## src/rtl/fifo_rd_stream.sv

```systemverilog
// Read-side output stage for the async FIFO: issues r_en against a credit budget and
// presents one-cycle-latency memory data as a valid/ready stream via a 2-entry buffer.
// Optional FIFO_RD_STREAM_CNT_EN adds beat_cnt/stall_cnt outputs.
module fifo_rd_stream #(
  parameter int unsigned DATA_WIDTH = 8
) (
  input  logic                  r_clk,
  input  logic                  r_rstn,
  input  logic                  r_empty,
  output logic                  r_en,
  input  logic [DATA_WIDTH-1:0] rd_data,
  output logic                  m_valid,
  input  logic                  m_ready,
  output logic [DATA_WIDTH-1:0] m_data,
  output logic [1:0]            level
`ifdef FIFO_RD_STREAM_CNT_EN
  ,
  output logic [31:0]           beat_cnt,
  output logic [31:0]           stall_cnt
`endif
);

  logic                  inflight_q, inflight_d;
  logic [1:0]            level_q, level_d;
  logic [DATA_WIDTH-1:0] buf0_q, buf0_d;
  logic [DATA_WIDTH-1:0] buf1_q, buf1_d;
  logic                  pop;
  logic                  push;
  logic [2:0]            credit;

  assign m_valid = (level_q != 2'd0);
  assign m_data  = buf0_q;
  assign level   = level_q;
  assign pop     = m_valid & m_ready;
  assign push    = inflight_q;

  // Credit counts the slot freed by this cycle's pop, so issue can overlap a pop
  // (m_ready -> r_en is combinational on purpose to sustain one word per cycle).
  always_comb begin
    credit     = {1'b0, level_q} + {2'b00, inflight_q} - {2'b00, pop};
    r_en       = r_rstn & ~r_empty & (credit < 3'd2);
    inflight_d = r_en;
  end

  always_comb begin
    buf0_d  = buf0_q;
    buf1_d  = buf1_q;
    level_d = level_q;
    unique case ({push, pop})
      2'b10: begin
        if (level_q == 2'd0) buf0_d = rd_data;
        else                 buf1_d = rd_data;
        level_d = level_q + 2'd1;
      end
      2'b01: begin
        buf0_d  = buf1_q;
        level_d = level_q - 2'd1;
      end
      2'b11: begin
        if (level_q == 2'd1) begin
          buf0_d = rd_data;
        end else begin
          buf0_d = buf1_q;
          buf1_d = rd_data;
        end
      end
      default: ;
    endcase
  end

  always_ff @(posedge r_clk) begin
    if (!r_rstn) begin
      inflight_q <= 1'b0;
      level_q    <= '0;
      buf0_q     <= '0;
      buf1_q     <= '0;
    end else begin
      inflight_q <= inflight_d;
      level_q    <= level_d;
      buf0_q     <= buf0_d;
      buf1_q     <= buf1_d;
    end
  end

`ifdef FIFO_RD_STREAM_CNT_EN
  logic [31:0] beat_cnt_q, beat_cnt_d;
  logic [31:0] stall_cnt_q, stall_cnt_d;

  always_comb begin
    beat_cnt_d  = beat_cnt_q + {31'd0, pop};
    stall_cnt_d = stall_cnt_q + {31'd0, m_valid & ~m_ready};
  end

  always_ff @(posedge r_clk) begin
    if (!r_rstn) begin
      beat_cnt_q  <= '0;
      stall_cnt_q <= '0;
    end else begin
      beat_cnt_q  <= beat_cnt_d;
      stall_cnt_q <= stall_cnt_d;
    end
  end

  assign beat_cnt  = beat_cnt_q;
  assign stall_cnt = stall_cnt_q;
`endif

endmodule

```

## config.mk

```make
export PLATFORM = sky130hd
export DESIGN_NAME = fifo_rd_stream
export DESIGN_NICKNAME = d
export VERILOG_FILES = /design/src/rtl/fifo_rd_stream.sv
export SDC_FILE = /design/constraint.sdc
export NUM_CORES = 1
export LEC_CHECK = 0
export ABC_CLOCK_PERIOD_IN_PS = 3000
export BUFFER_PORTS_ARGS = -buffer_cell sky130_fd_sc_hd__buf_2
export CAP_MARGIN = 20
export CORE_MARGIN = 2
export CORE_UTILIZATION = 51
export DETAILED_ROUTE_END_ITERATION = 12
export GPL_ROUTABILITY_DRIVEN = 0
export PLACE_DENSITY = 0.77
export SLEW_MARGIN = 20
export SYNTH_ARGS = -nofsm -noshare
export SYNTH_HDL_FRONTEND = slang
export SYNTH_SLANG_ARGS = --single-unit
```

## constraint.sdc

```tcl
create_clock -name r_clk -period 3 [get_ports r_clk]
set_input_delay 0.6 -clock r_clk [delete_from_list [all_inputs] [get_ports r_clk]]
set_output_delay 0.6 -clock r_clk [all_outputs]
set_load 0.01 [all_outputs]
```

==> impl_metrics.tcl <==
set metrics [dict create \
    numClockSinks 19 \
    antenna_violations_before_repair 0 \
    startpoint_type "register" \
    most_common_cell_after_layout_fill_and_taps_aside "sky130_fd_sc_hd__o21ai_0" \
    layout_common_cells "sky130_fd_sc_hd__o21ai_0, sky130_fd_sc_hd__buf_2, sky130_fd_sc_hd__dfxtp_1" \
    routed_wirelength_mm 2.24 \
    r2r_setup_slack_ps 1020 \
    clock_skews_ps 1.62 \
    layout-area-overhead-vs-synth_pct 19.8 \
    final_max_slew_viol_count 0 \
    setup.worst_path.class "reg2out" \
    leakagePower_nw 0.503 \
    drc 0 \
    post_synth_num_cell_types 28 \
    switchingPower_w 0.000498 \
    design.portCount 24 \
    synthesis.area_um2 985 \
    comb_power_share_pct 55.7 \
    final_hold_vio_count 0 \
    wire_length_of_the_first_global_routing_pass_mm 3.39 \
    reg2reg_from "level[0]" \
    cp_cell_instances "inv_2 -> ha_4 -> and2b_2 -> ha_4 -> nand2b_4 -> fa_1 -> nand2_1 -> nor3_2 -> buf_2" \
    minimum_clock_period_ps 2940 \
    fin_hold_ws_ps 477 \
    path_depth_of_the_worst_reg2reg_path 8 \
    relSlewSlack_pct 71.8 \
    biggest_cell_delay_along_the_critical_path_ps 480 \
    via_count_of_the_first_global_routing_pass 747 \
    die_footprint_um2 2300 \
    power_density_nw_per_um2 987 \
    grt_max_degree 20 \
    timing.critical_path.fanout_max 4 \
    layout-drive-gt1-share_pct 31.4 \
    worstHoldStart "r_empty" \
    drt_iter0_drc 32 \
    worstReg2RegEnd "inflight_q" \
    dpl.hpwl_mm 1.49 \
    yosysSeqAreaShare_pct 38.6 \
    worst_path_dominant_cell_family "adder cells" \
    drtAntennaViolNets 0 \
    globalRouteOverflowTotal 0 \
    yosys_register_bits 19 \
    cap_violations 0 \
    clock_path_buffers 2 \
    met1_length_mm 1.08 \
    cell_internal_pwr_w 0.000667 \
    min_period_over_period_pct 98.1 \
    place.port_buffers 23 \
    tightestPinTransition_ps 421 \
    synth_area_per_cell_um2 8.79 \
    num_antenna_cells 0 \
    drt-vias-per-instance 5.59 \
    mappedNetlistNets 130 \
    route.met3.wl_um 160 \
    switching_share_pct 42.7 \
    all_layer_global_routing_usage_pct 21.4 \
    cts_root_buf "sky130_fd_sc_hd__clkbuf_4" \
    die_x_um 47.9 \
    multiInputGateArea_um2 573 \
    synthesis.yosys.warnings 0 \
    worst_hold_path_type "in2reg" \
    min_delay_worst_endpoint "inflight_q" \
    timing.critical_path.to_type "output pin" \
    wl_met2_um 960 \
    final_core_utilization_pct 66.9 \
    clkLatencyLatePin_ps 310 \
    cpMaxStageDelayCell "sky130_fd_sc_hd__fa_1" \
    layout_net_count 156 \
    layout_fillers 157 \
    initial_core_utilization_pct 55.8 \
    placeableCoreArea_um2 1760 \
    min_path_cells 2 \
    worstPathBufferInverterCount 2 \
    fp.dieH_um 47.9 \
    max_freq_ghz 0.340 \
    tritoncts "built" \
    power.clock.fraction_pct 11.5 \
    final-setup-viol-count 0 \
    number_of_buffers_added_to_fix_hold_violations_after_cts 0 \
    routedWlPerCell_um 13.9 \
    cts_inserted_buffers 3 \
    syn_inst 112 \
    crit_top_cell "sky130_fd_sc_hd__ha_4" \
    worst-endpoint-arrival_ps 2340 \
    clock_tree.htree_level_count 1 \
    worst_path_clk_slew_ps 110 \
    top_signal_layer_used "met4" \
    placementRows 15 \
    firstDrtPassIters 4 \
    dr_total_vias 906 \
    run_status "finished clean" \
    sequential_cell_area_in_the_final_layout_um2 384 \
    worst_ir_drop_vdd_v 0.000576 \
    timing.critical_path.required_ps 2400 \
    power_frac_seq_pct 32.8 \
]
how the worst max path moves through the flow:
stage                        start  endpoint  slack, ps  cells past startpoint
final                     level[0]      r_en         60                      9
after floorplan           level[1]      r_en        130                      8
after global placement     m_ready      r_en        190                      8
after global routing      level[0]      r_en        -20                      9
after detailed placement  level[0]      r_en        120                      9
after CTS                 level[0]      r_en         10                      9
timing repair:
| action | 4_1_cts | 5_1_grt |
|---|---|---|
| setup endpoints to repair | 1 | 1 |
| pin swaps | 1 | 1 |
| gates resized for setup | 8 | 1 |
| setup buffers | 0 | 3 |
power by group through the flow:
stage               Clock [W]  Sequential, W  Combinational, W
global route         0.000141       0.000389          0.000730
floorplan                   0       0.000401          0.000434
finish               0.000134       0.000382          0.000648
detailed placement          0       0.000381          0.000558
global placement            0       0.000377          0.000545
CTS                  0.000136       0.000382          0.000610
kinds of logic (layout without fill, tap and decap cells):
group           Yosys count  after routing  synth area share, %
fa+ha+maj                 6              6                 8.39
mux                       1              1                 1.52
buf+inv                  11             36                 6.99
xor+xnor                  2              2                 1.78
simple gates             22             22                 11.8
compound gates           51             51                 30.9
flops                    19             19                 38.6
synth_stat cells, drive strengths merged:
| library cell | instances | area, µm² |
|---|---|---|
| dfxtp | 19 | 380 |
| xnor2 | 1 | 8.76 |
| buf | 4 | 41.3 |
| a22oi | 1 | 12.5 |
| inv | 5 | 18.8 |
| or2 | 1 | 6.26 |
| nor3 | 2 | 10.0 |
| nand2 | 3 | 11.3 |
| nor2 | 2 | 7.51 |
| xor2 | 1 | 8.76 |
| ha | 5 | 62.6 |
| a31oi | 8 | 50.1 |
| and3 | 1 | 6.26 |
| mux2 | 1 | 15.0 |
| a21boi | 8 | 60.1 |
| nand3 | 8 | 40.0 |
| fa | 1 | 20.0 |
| clkbuf | 2 | 8.75 |
| and2b | 2 | 16.3 |
| and2 | 2 | 12.5 |
| nand2b | 1 | 6.26 |
| o21ai | 33 | 173 |
| a22o | 1 | 8.76 |
state kept, by name (all words and copies together) (netlist names):
signal      flops
buf1_q          8
level           2
m_data          8
inflight_q      1
through the flow:
step	TNS, ps	area, µm²	worst slack (ps)	total power, W	instances
2_1_floorplan	0	985	129	0.000836	112
3_3_place_gp	0	1090	185	0.000922	155
3_5_place_dp	0	1090	124	0.000940	155
4_1_cts	0	1150	11.9	0.00113	159
5_1_grt	-18.2	1180	-18.2	0.00126	162
6_report	0	1180	57.1	0.00116	162
area by class of cell:
type                       count  area share, %
multi-input combinational     82           48.6
sequential                    19           32.6
clock buffer                   3           1.91
inverter                       5           1.59
clock inverter                 1          0.424
timing repair buffer          27           12.3
tap                           25           2.65
worst register-to-register path: stages, from the launching register on:
cell and delay [ps]:
sky130_fd_sc_hd__dfxtp_4 370, sky130_fd_sc_hd__inv_2 80, sky130_fd_sc_hd__ha_4 130, sky130_fd_sc_hd__and2b_2 240
sky130_fd_sc_hd__ha_4 220, sky130_fd_sc_hd__nand2b_4 140, sky130_fd_sc_hd__fa_1 480, sky130_fd_sc_hd__nand2_1 90
sky130_fd_sc_hd__nor3_1 150
metal layers:
metal  up-vias  track usage (%)
met4         0             11.4
met2        35             30.1
met3         5             3.40
met1       415             31.1
met5         -                0
li1        451                -
Power figures use the tool's default switching activity.
